$ cat src/rtl/domino_adder_ctrl_if.sv
// Requester/adder bus for the domino adder controller: two requester ports,
// the adder drive/sense pins and the captured result.
interface domino_adder_ctrl_if #(
  parameter int N = 8
);
  logic         req0;
  logic [N-1:0] a0;
  logic [N-1:0] b0;
  logic         sub0;
  logic         req1;
  logic [N-1:0] a1;
  logic [N-1:0] b1;
  logic         sub1;
  logic         gnt0;
  logic         gnt1;
  logic         done0;
  logic         done1;
  logic         busy;
  logic [N-1:0] addA;
  logic [N-1:0] addB;
  logic         addSub;
  logic         addEval;
  logic [N-1:0] addS;
  logic         addCout;
  logic [N-1:0] res;
  logic         resCout;
  logic         resOvf;

  modport slave (
    input  req0, a0, b0, sub0, req1, a1, b1, sub1, addS, addCout,
    output gnt0, gnt1, done0, done1, busy, addA, addB, addSub, addEval,
           res, resCout, resOvf
  );

  modport master (
    output req0, a0, b0, sub0, req1, a1, b1, sub1, addS, addCout,
    input  gnt0, gnt1, done0, done1, busy, addA, addB, addSub, addEval,
           res, resCout, resOvf
  );
endinterface

$ cat src/rtl/domino_adder_ctrl.sv
// Round-robin sequencer for a domino adder: grants one of two requesters,
// walks the adder through precharge/evaluate and captures the result.
module domino_adder_ctrl #(
  parameter int N           = 8,
  parameter int PRE_CYCLES  = 1,
  parameter int EVAL_CYCLES = 2
) (
  input logic                clk_i,
  input logic                rst_i,
  domino_adder_ctrl_if.slave bus
);
  localparam int MAXC = (PRE_CYCLES > EVAL_CYCLES) ? PRE_CYCLES : EVAL_CYCLES;
  localparam int CW   = $clog2(MAXC + 1);

  typedef enum logic [1:0] {IDLE, PRE, EVAL, DONE} state_e;

  state_e         state_q, state_d;
  logic [CW-1:0]  cnt_q, cnt_d;
  logic           owner_q, owner_d;
  logic           ptr_q, ptr_d;
  logic [N-1:0]   addA_q, addA_d;
  logic [N-1:0]   addB_q, addB_d;
  logic           addSub_q, addSub_d;
  logic [N-1:0]   res_q, res_d;
  logic           resCout_q, resCout_d;
  logic           resOvf_q, resOvf_d;
  logic           pick;
  logic           sA, sB, sS;

  always_comb begin
    state_d   = state_q;
    cnt_d     = cnt_q;
    owner_d   = owner_q;
    ptr_d     = ptr_q;
    addA_d    = addA_q;
    addB_d    = addB_q;
    addSub_d  = addSub_q;
    res_d     = res_q;
    resCout_d = resCout_q;
    resOvf_d  = resOvf_q;
    pick      = (bus.req0 && bus.req1) ? ptr_q : bus.req1;
    sA        = addA_q[N-1];
    sB        = addB_q[N-1];
    sS        = bus.addS[N-1];
    case (state_q)
      IDLE: begin
        if (bus.req0 || bus.req1) begin
          owner_d  = pick;
          addA_d   = pick ? bus.a1 : bus.a0;
          addB_d   = pick ? bus.b1 : bus.b0;
          addSub_d = pick ? bus.sub1 : bus.sub0;
          cnt_d    = CW'(PRE_CYCLES - 1);
          state_d  = PRE;
        end
      end
      PRE: begin
        if (cnt_q == '0) begin
          cnt_d   = CW'(EVAL_CYCLES - 1);
          state_d = EVAL;
        end else begin
          cnt_d = cnt_q - CW'(1);
        end
      end
      EVAL: begin
        // The sum is only trusted on the last evaluate edge; precharge reads all-ones.
        if (cnt_q == '0) begin
          res_d     = bus.addS;
          resCout_d = bus.addCout;
          resOvf_d  = addSub_q ? ((sA != sB) && (sS != sA))
                               : ((sA == sB) && (sS != sA));
          state_d   = DONE;
        end else begin
          cnt_d = cnt_q - CW'(1);
        end
      end
      DONE: begin
        ptr_d   = ~owner_q;
        state_d = IDLE;
      end
      default: state_d = IDLE;
    endcase
  end

  always_ff @(posedge clk_i) begin
    if (rst_i) begin
      state_q   <= IDLE;
      cnt_q     <= '0;
      owner_q   <= 1'b0;
      ptr_q     <= 1'b0;
      addA_q    <= '0;
      addB_q    <= '0;
      addSub_q  <= 1'b0;
      res_q     <= '0;
      resCout_q <= 1'b0;
      resOvf_q  <= 1'b0;
    end else begin
      state_q   <= state_d;
      cnt_q     <= cnt_d;
      owner_q   <= owner_d;
      ptr_q     <= ptr_d;
      addA_q    <= addA_d;
      addB_q    <= addB_d;
      addSub_q  <= addSub_d;
      res_q     <= res_d;
      resCout_q <= resCout_d;
      resOvf_q  <= resOvf_d;
    end
  end

  assign bus.gnt0    = (state_q != IDLE) && !owner_q;
  assign bus.gnt1    = (state_q != IDLE) && owner_q;
  assign bus.done0   = (state_q == DONE) && !owner_q;
  assign bus.done1   = (state_q == DONE) && owner_q;
  assign bus.busy    = (state_q != IDLE);
  assign bus.addEval = (state_q == EVAL);
  assign bus.addA    = addA_q;
  assign bus.addB    = addB_q;
  assign bus.addSub  = addSub_q;
  assign bus.res     = res_q;
  assign bus.resCout = resCout_q;
  assign bus.resOvf  = resOvf_q;
endmodule

$ cat src/flat_wrapper.sv
// flat-port wrapper written by rule: the top's interface ports become plain ports
module domino_adder_ctrl_flat 
#(
  parameter int N           = 8,
  parameter int PRE_CYCLES  = 1,
  parameter int EVAL_CYCLES = 2
)
  (clk_i, rst_i, bus_req0, bus_a0, bus_b0, bus_sub0, bus_req1, bus_a1, bus_b1, bus_sub1, bus_addS, bus_addCout, bus_gnt0, bus_gnt1, bus_done0, bus_done1, bus_busy, bus_addA, bus_addB, bus_addSub, bus_addEval, bus_res, bus_resCout, bus_resOvf);
  domino_adder_ctrl_if #(.N(N)) bus_i ();
  input logic clk_i;
  input logic rst_i;
  input wire logic [$bits(bus_i.req0)-1:0] bus_req0;
  input wire logic [$bits(bus_i.a0)-1:0] bus_a0;
  input wire logic [$bits(bus_i.b0)-1:0] bus_b0;
  input wire logic [$bits(bus_i.sub0)-1:0] bus_sub0;
  input wire logic [$bits(bus_i.req1)-1:0] bus_req1;
  input wire logic [$bits(bus_i.a1)-1:0] bus_a1;
  input wire logic [$bits(bus_i.b1)-1:0] bus_b1;
  input wire logic [$bits(bus_i.sub1)-1:0] bus_sub1;
  input wire logic [$bits(bus_i.addS)-1:0] bus_addS;
  input wire logic [$bits(bus_i.addCout)-1:0] bus_addCout;
  output wire logic [$bits(bus_i.gnt0)-1:0] bus_gnt0;
  output wire logic [$bits(bus_i.gnt1)-1:0] bus_gnt1;
  output wire logic [$bits(bus_i.done0)-1:0] bus_done0;
  output wire logic [$bits(bus_i.done1)-1:0] bus_done1;
  output wire logic [$bits(bus_i.busy)-1:0] bus_busy;
  output wire logic [$bits(bus_i.addA)-1:0] bus_addA;
  output wire logic [$bits(bus_i.addB)-1:0] bus_addB;
  output wire logic [$bits(bus_i.addSub)-1:0] bus_addSub;
  output wire logic [$bits(bus_i.addEval)-1:0] bus_addEval;
  output wire logic [$bits(bus_i.res)-1:0] bus_res;
  output wire logic [$bits(bus_i.resCout)-1:0] bus_resCout;
  output wire logic [$bits(bus_i.resOvf)-1:0] bus_resOvf;
  assign bus_i.req0 = bus_req0;
  assign bus_i.a0 = bus_a0;
  assign bus_i.b0 = bus_b0;
  assign bus_i.sub0 = bus_sub0;
  assign bus_i.req1 = bus_req1;
  assign bus_i.a1 = bus_a1;
  assign bus_i.b1 = bus_b1;
  assign bus_i.sub1 = bus_sub1;
  assign bus_i.addS = bus_addS;
  assign bus_i.addCout = bus_addCout;
  assign bus_gnt0 = bus_i.gnt0;
  assign bus_gnt1 = bus_i.gnt1;
  assign bus_done0 = bus_i.done0;
  assign bus_done1 = bus_i.done1;
  assign bus_busy = bus_i.busy;
  assign bus_addA = bus_i.addA;
  assign bus_addB = bus_i.addB;
  assign bus_addSub = bus_i.addSub;
  assign bus_addEval = bus_i.addEval;
  assign bus_res = bus_i.res;
  assign bus_resCout = bus_i.resCout;
  assign bus_resOvf = bus_i.resOvf;
  domino_adder_ctrl #(.N(N), .PRE_CYCLES(PRE_CYCLES), .EVAL_CYCLES(EVAL_CYCLES)) u_core (.clk_i(clk_i), .rst_i(rst_i), .bus(bus_i));
endmodule
$ cat config.mk
export PLATFORM = sky130hd
export DESIGN_NAME = domino_adder_ctrl_flat
export DESIGN_NICKNAME = d
export VERILOG_FILES = /design/src/rtl/domino_adder_ctrl_if.sv /design/src/rtl/domino_adder_ctrl.sv /design/src/flat_wrapper.sv
export SDC_FILE = /design/constraint.sdc
export NUM_CORES = 1
export LEC_CHECK = 0
export CAP_MARGIN = 20
export CORE_MARGIN = 5
export CORE_UTILIZATION = 40
export DETAILED_ROUTE_END_ITERATION = 10
export DONT_BUFFER_PORTS = 1
export MAX_ROUTING_LAYER = met4
export SLEW_MARGIN = 30
export SYNTH_ARGS = -nofsm -noshare
export SYNTH_HDL_FRONTEND = slang
export SYNTH_SLANG_ARGS = --single-unit
$ cat constraint.sdc
create_clock -name clk_i -period 2.8 [get_ports clk_i]
set_input_delay 0.56 -clock clk_i [delete_from_list [all_inputs] [get_ports clk_i]]
set_output_delay 0.56 -clock clk_i [all_outputs]
set_load 0.01 [all_outputs]
## Word level (Yosys, flattened, before mapping)

Index checks and enable logic that the tools add are counted.

| word-level totals | value |
|---|---|
| register bits | 33 |
| output and inout bits | 33 |

| cells by class | value |
|---|---|
| add/sub/neg operators | 1 |
| equal/unequal tests | 10 |
| mux-type cells | 13 |
| bitwise operators | 1 |
| reductions and logical operators | 17 |

Operator list:

| kind | count |
|---|---|
| 8-bit two-way mux | 2 |
| 2-bit two-way mux | 6 |
| 2-bit one-hot mux with 4 select lines | 1 |
| 1-bit logical AND | 7 |
| 2-bit by 1-bit inequality test with 1-bit output (second input constant) | 3 |
| 2-bit one-hot mux with 3 select lines | 1 |
| 3-bit AND reduction | 2 |
| 2-bit equality test (second input constant) | 2 |
| 2-bit zero test | 2 |
| 2-bit AND reduction | 2 |
| 1-bit two-way mux | 3 |
| 3-bit nonzero test | 1 |
| 2-bit by 1-bit equality test with 1-bit output (second input constant) | 1 |
| 1-bit inequality test | 2 |
| 2-bit inequality test (second input constant) | 1 |
| 2-bit nonzero test | 1 |
| 2-bit by 1-bit subtractor with 2-bit output (second input constant) | 1 |
| 1-bit equality test | 1 |
| 1-bit zero test | 1 |
| 1-bit logical OR | 1 |
| 1-bit NOT | 1 |

## Longest topological paths before layout

| logic depth | value |
|---|---|
| depth after elaboration | 3 |
| depth in mapped cells | 7 |
| gate-level depth less buffers | 6 |

## Least setup slack after synthesis

No wires, ideal clock.

| timing path | value |
|---|---|
| kind | reg2reg |
| start | register u_core.state_q[0] |
| end | register u_core.cnt_q[0] |
| arrival time | 1,449 ps |
| data required time | 2,672 ps |
| slack | 1,223 ps |
| cell stages (with the launch flop) | 7 |
| buffers on the path | 0 |
| cells stage by stage | dfxtp_1 > inv_1 > ha_1 > and2_1 > nor3_1 > mux2i_1 > nor2_1 |

| between the ends | value |
|---|---|
| cells in the longest elaborated chain, start to end | 3 |

Ends and longest elaborated chain:

| what | RTL line | text |
|---|---|---|
| start: declaration | domino_adder_ctrl.sv:17 | `state_e state_q, state_d;` |
| start signal: assignment | domino_adder_ctrl.sv:97 | `state_q <= state_d;` |
| 2-bit equality test (*) | - |  |
| via bus_addEval | flat_wrapper.sv:30 | `output wire logic [$bits(bus_i.addEval)-1:0] bus_addEval;` |
| 2-bit inequality test (no source line) / 3-bit nonzero test (equally long branches) | - |  |
| 3-bit AND reduction (no source line) | - |  |
| end signal: assignment | domino_adder_ctrl.sv:98 | `cnt_q <= cnt_d;` |
| end: declaration | domino_adder_ctrl.sv:18 | `logic [CW-1:0] cnt_q, cnt_d;` |

Mark *: on every way through the listed nets, which the timed path passes. The rest lies on a longest branch.
A chain may end at the register's enable or synchronous reset.

## Final worst setup path

Ends and elaborated chain as after synthesis.

==> results.toml <==
[sta]
relSlewSlack_pct = 68.1
min_period_ps = 1900
fmax_mhz = 526
setup_viol = 0
fin_hold_ws_ps = 346
fin_setup_tns_ps = 0
hold_violations = 0
fin_crit_sh_pct = 67.9
slew_viol_final = 0
clock_skew_ps = 3.27
tightest_slew_ps = 478
rsz0062_at_grt = "no"

[cells_and_area]
layout.nets = 246
syn_to_final_growth_pct = 7.57
layout-drive-gt1-share_pct = 5.21
nFillCells = 370
antennaDiodeCount = 0

[clock_tree]
tritoncts = "built"
htreeDepth = 2
clk_latency_ps = 280
clock_sinks = 33
cts_setup_buffers = 0
cts_made_buffers = 5
postCtsHoldBufs = 0
clockRootBuffer = "clkbuf_8"
clk_path_buf_depth = 2
cts_repair_resize_count = 0
clkTransAtPathRegs_ps = 60

[synth]
synth_common_cells = "nand2_1 (56), dfxtp_1 (33), nor2_1 (25)"
synth_nets = 249
ys_async_sr_fraction_pct = 0
synth_top_area_share_pct = 42.5
syn_avg_cell_area_um2 = 8.01
ys_top_cells_by_area = "dfxtp_1 (43%), nand2_1 (14%), a311oi_1 (10%), ha_1 (6.4%), nor2_1 (6.0%)"
ys_seq_area_share_pct = 42.5
synth_edf_count = 0
ys_seq_elements = 33
synth_most_common_cell = "nand2_1"
synthCells = 194
syn-cell-area_um2 = 1550
yosysUniqueCellTypes = 26
yosysWarnings = 0
synth_top_cell_by_area = "dfxtp_1"
synth_top_flop_cell = "dfxtp_1"

[routing]
via_per_inst = 5.29
drt-initial-drc-count = 68
postRouteWirelength_um = 3590
route.vias.total = 1269
drc = 0
dr.pass1.iters = 4
wl_per_cell_um = 15.0
route.antenna.remaining_nets = 0

[worst_setup_path]
worstPathArrival_ps = 2070
cp-end-kind = "flip-flop"
crit_type = "flip-flop to flip-flop"
worstSetupStartpointType = "flip-flop"
crit_required_ps = 2970
critPathMaxFanout = 12
r2r_slack_ps = 900

[power]
ir_worst_vdd_v = 0.000368
power_density_nw_per_um2 = 1070
leakagePower_nw = 0.659

[floorplan]
fp.dieH_um = 72.3
die_area_um2 = 5230
coreArea_um2 = 3720
die_w_um = 72.3
io_pins = 80
start_util_pct = 41.8
num_rows = 22

[grt]
antenna_found_initial = 0
grt.busiest_layer = "met2"
track_usage_pct = 14.7
overflow = 0
met2_usage_pct = 23.4
grt_use_met1_pct = 16.4
globalRouteMet3Util_pct = 7.06
grt_pass1_wl_um = 5890
grt_pass1_vias = 1228
grt_max_degree = 36

[placement]
hpwl_um = 2780
io_buffers = 0
gp_congestion = 0.816

[min_path]
hold_path.class = "input port to flip-flop"

[run]
drv_cap = 0

[outcome]
run_status = "finished, final reports clean"
==> stage by stage <==
stage	cell area [um2]	utilization, %	power (mW)	instances	setup WS [ps]
2_1_floorplan	1550	-	1.25	194	1220
3_3_place_gp	1560	41.9	1.31	232	1030
3_5_place_dp	1560	41.9	1.34	232	902
4_1_cts	1670	45.0	1.81	240	902
5_1_grt	1670	45.0	1.92	240	744
6_report	1670	45.0	1.78	240	898
==> cell families after synthesis <==
family                     share of synthesized area, %
adders and majority gates                          6.44
muxes                                              1.29
buffers and inverters                              6.44
DFF                                                42.5
AOI/OAI and AO/OA                                  18.8
and+or+nand+nor                                    23.9
xor gates and xnor gates                          0.564
==> cells in the final DEF, fill, tap and decap left out, types with 2 or more instances in the layout <==
cell and n:
and2_1 2, dfxtp_1 33, inv_1 9, nor2b_1 3, nand2_1 56, o21ai_0 2
nor2_1 25, o21a_1 2, mux2i_1 2, a21oi_1 12, ha_1 8, nor3_1 2
clkbuf_8 6, a311oi_1 18
==> where the power goes <==
group	internal [mW]	switching, mW
Combinational	0.205	0.323
Sequential	0.619	0.178
Clock	0.290	0.167
==> per-layer routing <==
| layer | part of all wire, % | vias up |
|---|---|---|
| met5 | 0 | - |
| li1 | - | 643 |
| met3 | 11 | 2 |
| met4 | 0.50 | 0 |
| met1 | 41 | 569 |
| met2 | 48 | 55 |
==> worst paths after layout <==
check,to,depth (start not counted),startpoint
worst max-delay path,u_core.cnt_q[0],6,u_core.state_q[0]
worst min-delay path,u_core.bus.addA[1],1,rst_i
worst max register to register,u_core.cnt_q[0],6,u_core.state_q[0]
worst min register to register,u_core.bus.resCout,2,u_core.bus.resCout
==> critical path, stage by stage, from the launching register on <==
cell and delay, ps:
dfxtp_1 390, inv_1 110, ha_1 320, and2_1 300
nor3_1 400, mux2i_1 230, nor2_1 50
==> area by class of cell <==
class,instances,area (um2),area share (%)
multi-input combinational,141,793,47.5
tap,48,60.1,3.59
clock buffer,7,86.3,5.16
sequential,33,661,39.5
timing repair buffer,1,7.51,0.449
clock inverter,1,30.0,1.80
inverter,9,33.8,2.02
==> registers in the layout (all words and copies together) (netlist names) <==
name	flops
u_core.bus.addSub	1
u_core.bus.resCout	1
u_core.bus.addA	8
u_core.ptr_q	1
u_core.bus.resOvf	1
u_core.bus.addB	8
u_core.bus.res	8
u_core.state_q	2
u_core.owner_q	1
u_core.cnt_q	2
No activity file was read; power rests on OpenSTA's default activity.
